`src/rtl/ap_ctrl_perf_monitor.sv`:
```
// Passive multi-channel ap_ctrl_hs profiler: per-channel count, latency and II statistics,
// overrun/orphan/hang flags, and a registered one-cycle readout port.
module ap_ctrl_perf_monitor #(
  parameter int NUM_CH  = 4,
  parameter int CNT_W   = 32,
  parameter int MAX_OUT = 4,
  parameter int HANG_TO = 1024,
  localparam int CH_W   = (NUM_CH > 1) ? $clog2(NUM_CH) : 1
) (
  input  logic              clock,
  input  logic              reset,
  input  logic              finish,
  input  logic [NUM_CH-1:0] ap_start,
  input  logic [NUM_CH-1:0] ap_ready,
  input  logic [NUM_CH-1:0] ap_done,
  input  logic [NUM_CH-1:0] ap_continue,
  input  logic [CH_W-1:0]   rd_ch,
  input  logic [2:0]        rd_sel,
  input  logic              rd_en,
  output logic [CNT_W-1:0]  rd_data,
  output logic              rd_valid,
  output logic [NUM_CH-1:0] overflow,
  output logic [NUM_CH-1:0] underflow,
  output logic [NUM_CH-1:0] hang,
  output logic              all_idle,
  output logic              frozen
);

  localparam int PTR_W = $clog2(MAX_OUT);
  localparam int OCC_W = $clog2(MAX_OUT + 1);
  localparam int HT_W  = $clog2(HANG_TO + 1);
  localparam logic [OCC_W-1:0] OCC_FULL  = OCC_W'(MAX_OUT);
  localparam logic [HT_W-1:0]  HANG_LOAD = HT_W'(HANG_TO);
  localparam logic [CNT_W-1:0] ALL_ONES  = '1;

  logic [CNT_W-1:0] ts;
  logic [CNT_W-1:0] fifo_mem [NUM_CH][MAX_OUT];
  logic [PTR_W-1:0] wr_ptr   [NUM_CH];
  logic [PTR_W-1:0] rd_ptr   [NUM_CH];
  logic [OCC_W-1:0] occ      [NUM_CH];
  logic [OCC_W-1:0] occ_nxt  [NUM_CH];
  logic [CNT_W-1:0] cnt      [NUM_CH];
  logic [CNT_W-1:0] lat_min  [NUM_CH];
  logic [CNT_W-1:0] lat_max  [NUM_CH];
  logic [CNT_W-1:0] lat_sum  [NUM_CH];
  logic [CNT_W-1:0] ii_min   [NUM_CH];
  logic [CNT_W-1:0] ii_max   [NUM_CH];
  logic [CNT_W-1:0] last_acc [NUM_CH];
  logic [CNT_W-1:0] lat      [NUM_CH];
  logic [CNT_W-1:0] ii       [NUM_CH];
  logic [CNT_W:0]   sum_ext  [NUM_CH];
  logic [HT_W-1:0]  hang_tmr [NUM_CH];
  logic [NUM_CH-1:0] seen_acc;
  logic [NUM_CH-1:0] acc, cmp, bypass, do_pop, do_push, lat_upd, ovf_set, unf_set, tmr_load;
  logic run;
  logic idle_nxt;
  logic [CNT_W-1:0] sel_val;

  always_comb begin
    run      = !(finish || frozen);
    idle_nxt = 1'b1;
    for (int c = 0; c < NUM_CH; c++) begin
      acc[c]      = run && ap_start[c] && ap_ready[c];
      cmp[c]      = run && ap_done[c] && ap_continue[c];
      bypass[c]   = acc[c] && cmp[c] && (occ[c] == '0);
      do_pop[c]   = cmp[c] && (occ[c] != '0);
      // A full FIFO can still take a start when the head leaves in the same cycle.
      do_push[c]  = acc[c] && !bypass[c] && ((occ[c] != OCC_FULL) || do_pop[c]);
      lat_upd[c]  = bypass[c] || do_pop[c];
      ovf_set[c]  = acc[c] && (occ[c] == OCC_FULL) && !do_pop[c];
      unf_set[c]  = cmp[c] && (occ[c] == '0) && !acc[c];
      tmr_load[c] = cmp[c] || (occ[c] == '0);
      lat[c]      = bypass[c] ? '0 : ts - fifo_mem[c][rd_ptr[c]];
      ii[c]       = ts - last_acc[c];
      sum_ext[c]  = {1'b0, lat_sum[c]} + {1'b0, lat[c]};
      occ_nxt[c]  = occ[c] + OCC_W'(do_push[c]) - OCC_W'(do_pop[c]);
      if (occ_nxt[c] != '0) idle_nxt = 1'b0;
    end
  end

  always_ff @(posedge clock) begin
    for (int c = 0; c < NUM_CH; c++) begin
      if (do_push[c]) fifo_mem[c][wr_ptr[c]] <= ts;
    end
  end

  always_ff @(posedge clock) begin
    if (reset) begin
      ts        <= '0;
      frozen    <= 1'b0;
      all_idle  <= 1'b1;
      overflow  <= '0;
      underflow <= '0;
      hang      <= '0;
      seen_acc  <= '0;
      for (int c = 0; c < NUM_CH; c++) begin
        wr_ptr[c]   <= '0;
        rd_ptr[c]   <= '0;
        occ[c]      <= '0;
        cnt[c]      <= '0;
        lat_min[c]  <= ALL_ONES;
        lat_max[c]  <= '0;
        lat_sum[c]  <= '0;
        ii_min[c]   <= ALL_ONES;
        ii_max[c]   <= '0;
        last_acc[c] <= '0;
        hang_tmr[c] <= HANG_LOAD;
      end
    end else begin
      ts       <= ts + CNT_W'(1);
      all_idle <= idle_nxt;
      if (finish) frozen <= 1'b1;
      for (int c = 0; c < NUM_CH; c++) begin
        occ[c] <= occ_nxt[c];
        if (do_push[c]) wr_ptr[c] <= wr_ptr[c] + PTR_W'(1);
        if (do_pop[c])  rd_ptr[c] <= rd_ptr[c] + PTR_W'(1);
        if (acc[c]) begin
          if (cnt[c] != ALL_ONES) cnt[c] <= cnt[c] + CNT_W'(1);
          last_acc[c] <= ts;
          seen_acc[c] <= 1'b1;
          if (seen_acc[c]) begin
            if (ii[c] < ii_min[c]) ii_min[c] <= ii[c];
            if (ii[c] > ii_max[c]) ii_max[c] <= ii[c];
          end
        end
        if (lat_upd[c]) begin
          if (lat[c] < lat_min[c]) lat_min[c] <= lat[c];
          if (lat[c] > lat_max[c]) lat_max[c] <= lat[c];
          lat_sum[c] <= sum_ext[c][CNT_W] ? ALL_ONES : sum_ext[c][CNT_W-1:0];
        end
        if (ovf_set[c]) overflow[c]  <= 1'b1;
        if (unf_set[c]) underflow[c] <= 1'b1;
        // Hang timer counts down while work is outstanding; it holds once frozen.
        if (run) begin
          if (tmr_load[c]) begin
            hang_tmr[c] <= HANG_LOAD;
          end else if (hang_tmr[c] != '0) begin
            hang_tmr[c] <= hang_tmr[c] - HT_W'(1);
            if (hang_tmr[c] == HT_W'(1)) hang[c] <= 1'b1;
          end
        end
      end
    end
  end

  always_comb begin
    sel_val = '0;
    for (int c = 0; c < NUM_CH; c++) begin
      if (rd_ch == CH_W'(c)) begin
        case (rd_sel)
          3'd0: sel_val = cnt[c];
          3'd1: sel_val = lat_min[c];
          3'd2: sel_val = lat_max[c];
          3'd3: sel_val = lat_sum[c];
          3'd4: sel_val = ii_min[c];
          3'd5: sel_val = ii_max[c];
          3'd6: sel_val = CNT_W'(occ[c]);
          3'd7: sel_val = CNT_W'({hang[c], underflow[c], overflow[c]});
          default: sel_val = '0;
        endcase
      end
    end
  end

  always_ff @(posedge clock) begin
    if (reset) begin
      rd_valid <= 1'b0;
      rd_data  <= '0;
    end else begin
      rd_valid <= rd_en;
      if (rd_en) rd_data <= sel_val;
    end
  end

endmodule

```
`config.mk`:
```
export PLATFORM = sky130hd
export DESIGN_NAME = ap_ctrl_perf_monitor
export DESIGN_NICKNAME = d
export VERILOG_FILES = /design/src/rtl/ap_ctrl_perf_monitor.sv
export SDC_FILE = /design/constraint.sdc
export NUM_CORES = 2
export LEC_CHECK = 0
export ABC_CLOCK_PERIOD_IN_PS = 15800
export CAP_MARGIN = 20
export CORE_ASPECT_RATIO = 1.2
export CORE_MARGIN = 4
export CORE_UTILIZATION = 45
export DETAILED_ROUTE_END_ITERATION = 10
export PLACE_DENSITY = 0.7
export SLEW_MARGIN = 40
export SYNTH_ARGS = -nofsm -noshare
export SYNTH_HDL_FRONTEND = slang
export SYNTH_SLANG_ARGS = --single-unit
```
`constraint.sdc`:
```
create_clock -name clock -period 15.8 [get_ports clock]
set_input_delay 2.37 -clock clock [delete_from_list [all_inputs] [get_ports clock]]
set_output_delay 2.37 -clock clock [all_outputs]
set_load 0.005 [all_outputs]
```
==> flow_results.org <==
** Global route
- The via count of the first global-routing pass is 74500.
- For this run, global-route usage on met2 was measured as 44.8%.
- The first global-routing pass estimated 492 mm of wire.
- Global routing used 28.9% of the available tracks across all layers.
- Entering global routing, the biggest net connects 121 pins.
- met2 is the most crowded layer.
- Residual overflow from global routing :: 0
- For met3 alone, demand over resource in global routing was 5.49%.
- Global routing used 38.2% of the available met1 tracks.
- The number of antenna violations at the first check in global routing came to 23.

** Placed design
- In this run the cell area measured after placement is 104000 µm².
- Detailed placement finished with a half-perimeter wire length of 255 mm.
- Quantity of I/O buffers inserted on ports :: 71
- The congestion estimate from routability-driven global placement came to 1.02.

** Floorplanning
- Die Footprint :: 228000 µm²
- Total I/O pin count :: 72
- Height of the die :: 522 µm
- Once the floorplan was initialized, standard cells occupied 45.3% of the core.
- The floorplan has 188 rows.
- In this run the horizontal extent of the chip is 437 µm.
- Placeable Area :: 219000 µm²

** Setup path
- STA classifies the critical path endpoint as a register.
- For the worst setup path, the data required time is 16.32 ns.
- Category of the most critical setup path :: reg -> reg
- Maximum net fanout on the critical path :: 34
- The worst register-to-register path has a depth of 25.
- In this run the critical register-to-register path is launched from rd_ptr[2][0].
- Arr. time, crit path :: 8.38 ns
- Tracing the worst setup path back leads to its startpoint at rd_ptr[2][0].
- The worst setup path is launched from a register.

** Yosys
- Number of enable-type register cells in the synthesized netlist :: 1468
- After synthesis, the netlist uses 113 different library cells.
- Post-synthesis area per instance :: 10.4 µm²
- Count of warnings emitted by yosys :: 0
- Counting flops with an async set or reset pin after synthesis yields a share of 0%.
- In this run the cell area of the synthesized design comes to 99200 µm².
- Synth area leaders :: sky130_fd_sc_hd__edfxtp_1, sky130_fd_sc_hd__ha_1, sky130_fd_sc_hd__inv_1
- For this run, the leading register cell type out of synthesis is sky130_fd_sc_hd__edfxtp_1.
- Synthesis produced 9569 cells.
- The synthesized design devotes to its leading area cell type 44.5% of total area.
- Post-synth net total :: 10500
- Of all cell types, the one taking the most synthesized area is sky130_fd_sc_hd__edfxtp_1.
- Summing the sequential cell areas from Yosys gives 46.4% of the chip area.
- Flops & latches, synth :: 1563

** Route
- For this run, design rule violations remaining after detail routing come to 0.
- Average wire length per cell after detail routing :: 26.6 µm
- Dividing the detail-routed via count by the number of cells gives 6.08.
- 1st-pass router iterations :: 6
- Across all layers, the routed design uses 77400 vias.
- In this run the remaining antenna-violating nets after routing total 0.
- Detailed router's first-iteration violation count :: 9053
- Summed over all layers, the routed wires come to 339 mm.

** Cells and area
- Cells fill 50.1% of the core in the end.
- The net count of the finished layout is 10600.
- Seq. cell area :: 46000 µm²
- Relative to the synthesized area, the layout overhead comes to 10.6%.
- Filler cells :: 19600
- Top library cells by usage in the layout, fill and taps aside :: sky130_fd_sc_hd__edfxtp_1, sky130_fd_sc_hd__inv_1, sky130_fd_sc_hd__ha_1, sky130_fd_sc_hd__nor2_1, sky130_fd_sc_hd__nand2_1
- Total area of multi-input combinational cells :: 48000 µm²
- Post-route standard cell area excluding fillers :: 110000 µm²
- The library cell used most frequently in the layout, excluding fill and tap cells, is sky130_fd_sc_hd__edfxtp_1.
- Share of final-layout standard cells stronger than drive strength 1 :: 7.82%

** Clock tree
- Source-to-sink clock delay at the later pin of the worst-skew pair :: 0.85 ns
- Clock-pin slew on the worst setup and hold paths :: 0.06 ns
- No sink is reached through more buffers than the 3 on the longest clock path.
- CTS saw 1563 sinks.
- Hold buffers post-CTS :: 0
- Clock tree from TritonCTS :: yes
- CTS placed an instance of sky130_fd_sc_hd__clkbuf_16 at the clock tree root.
- Number of instances resized during post-cts repair :: 0
- Number of buffers added for setup after CTS :: 0
- Number of H-tree levels :: 4
- In this run, CTS created clock tree buffers numbering 167.

** Power and ir drop
- Dividing total power by cell area gives a power density of 95.3 nW/µm².
- Across the VDD grid, the largest voltage drop is 0.108 mV.
- Reported leakage power :: 47.0 nW
- Final Power :: 0.0104 W

** Worst hold path
- The startpoint identified for the worst hold timing path is seen_acc[2].
- In this run the worst hold path is classified as reg -> reg.
- Cell depth of the worst min-delay path :: 2

** Timing
- After layout, the worst path uses 49.7% of the clock period.
- Setup repair after global routing left no endpoint under its margin.
- Setup violations remaining at the end of the flow were counted as 0.
- Count of pins over their slew limit :: 0
- The smallest clock period supported by the final layout is computed as 7.85 ns.
- Achievable clock frequency :: 127 MHz
- At the pin with the least slew margin, the transition time is 1.01 ns.
- Max-slew headroom at the worst pin :: 30.9%
- In the final timing run, aggregate negative setup slack is 0 ns.
- Clock skew after layout :: 0.0536 ns
- The tightest hold path in the finished design has a slack of 0.477 ns.
- The number of hold violations in the final report was 0.

** Status
- Status :: finished, final reports clean

** Run
- Maximum Capacitance Violations :: 0
==> layer usage <==
| layer | wire length (µm) | vias to the layer above |
|---|---|---|
| li1 | - | 34900 |
| met1 | 135000 | 38000 |
| met2 | 150000 | 3735 |
| met3 | 31500 | 717 |
| met4 | 21900 | 6 |
| met5 | 41 | - |
==> Yosys cell counts (26+ instances only) <==
cell                          n
sky130_fd_sc_hd__o31ai_1     41
sky130_fd_sc_hd__o21bai_1    45
sky130_fd_sc_hd__and4_1      50
sky130_fd_sc_hd__o221ai_1   120
sky130_fd_sc_hd__xnor2_1    233
sky130_fd_sc_hd__inv_1     1090
sky130_fd_sc_hd__edfxtp_1  1468
sky130_fd_sc_hd__and2_1      95
sky130_fd_sc_hd__nor2_1     797
sky130_fd_sc_hd__ha_1       918
sky130_fd_sc_hd__nand4_1    159
sky130_fd_sc_hd__a211oi_1    65
sky130_fd_sc_hd__o21ai_0    292
sky130_fd_sc_hd__or3_1       34
sky130_fd_sc_hd__nand2b_1    67
sky130_fd_sc_hd__nor4_1      28
sky130_fd_sc_hd__nor3_1     121
sky130_fd_sc_hd__buf_2       51
sky130_fd_sc_hd__mux2i_1    147
sky130_fd_sc_hd__clkbuf_1   255
sky130_fd_sc_hd__a21oi_1    708
sky130_fd_sc_hd__a31oi_1    105
sky130_fd_sc_hd__mux4_2     135
sky130_fd_sc_hd__or2_2       31
sky130_fd_sc_hd__o21a_1      95
sky130_fd_sc_hd__nand2_1    749
sky130_fd_sc_hd__buf_1       47
sky130_fd_sc_hd__o211ai_1   130
sky130_fd_sc_hd__a21o_1     372
sky130_fd_sc_hd__nand3_1    169
sky130_fd_sc_hd__dfxtp_1     95
sky130_fd_sc_hd__and3_1     162
sky130_fd_sc_hd__xor2_1     274
sky130_fd_sc_hd__o21ai_1     26
sky130_fd_sc_hd__nor2b_1     81
==> worst paths after layout <==
path	endpoint	slack, ns
worst max-delay path	lat_min[2][21]	7.95
worst min-delay path	seen_acc[2]	0.48
worst max register to register	lat_min[2][21]	7.95
worst min register to register	seen_acc[2]	0.48
==> critical path, stage by stage (launching register included) <==
cell and delay, ns:
sky130_fd_sc_hd__edfxtp_1 0.33, sky130_fd_sc_hd__buf_4 0.52, sky130_fd_sc_hd__mux4_2 0.58, sky130_fd_sc_hd__inv_1 0.10
sky130_fd_sc_hd__ha_1 0.23, sky130_fd_sc_hd__nor2b_1 0.13, sky130_fd_sc_hd__o21ai_0 0.20, sky130_fd_sc_hd__a21boi_0 0.35
sky130_fd_sc_hd__o31ai_1 0.43, sky130_fd_sc_hd__nand2_1 0.27, sky130_fd_sc_hd__or2_2 0.34, sky130_fd_sc_hd__a21oi_1 0.21
sky130_fd_sc_hd__xor2_1 0.61, sky130_fd_sc_hd__nor2_1 0.22, sky130_fd_sc_hd__ha_1 0.37, sky130_fd_sc_hd__a21o_1 0.19
sky130_fd_sc_hd__a21o_1 0.18, sky130_fd_sc_hd__a21oi_1 0.15, sky130_fd_sc_hd__nor2b_1 0.06, sky130_fd_sc_hd__o21ai_0 0.15
sky130_fd_sc_hd__a21oi_1 0.14, sky130_fd_sc_hd__a311oi_1 0.37, sky130_fd_sc_hd__o21ai_1 0.17, sky130_fd_sc_hd__nor3_2 0.63
sky130_fd_sc_hd__buf_4 0.40, sky130_fd_sc_hd__o21ai_0 0.13
==> state kept, by name, summed over array words and instances (netlist names), 8 cells and up <==
name	count
cnt	128
fifo_mem	512
hang_tmr	44
ii_max	128
ii_min	128
last_acc	128
lat_max	128
lat_min	128
lat_sum	128
occ	12
rd_data	32
rd_ptr	8
ts	32
wr_ptr	8
==> where the power goes <==
part	internal (W)	switching (W)
clock	0.00230	0.00178
sequential	0.00464	0.0000962
combinational	0.000562	0.00108
==> logic make-up (layout without fill, tap and decap cells) <==
logic type                 count (synthesis)  count (layout)  share of synthesized area, %
AOI/OAI and AO/OA                       2239            2239                          14.7
xor gates and xnor gates                 507             507                          4.48
adders and majority gates                934             934                          11.9
buffers and inverters                   1451            1656                          5.59
DFF                                     1563            1563                          46.4
muxes                                    287             287                          4.61
other                                      0              12                             0
and+or+nand+nor                         2588            2588                          12.3
==> metrics by stage <==
stage / cells / setup slack (ns)
after floorplan: 9569 / 7.75
after global placement: 12400 / 7.57
after detailed placement: 12400 / 7.44
after CTS: 12700 / 8.04
after global routing: 12700 / 7.42
final: 12700 / 7.95
==> layout make-up <==
cell class | count | share of cell area (%)
sequential | 1563 | 42.0
inverter | 1093 | 3.74
multi-input combinational | 6555 | 43.7
antenna | 12 | 0.0274
clock inverter | 98 | 1.10
tap | 2945 | 3.36
clock buffer | 205 | 4.00
timing repair buffer | 260 | 2.05
Power figures use the tool's default switching activity.
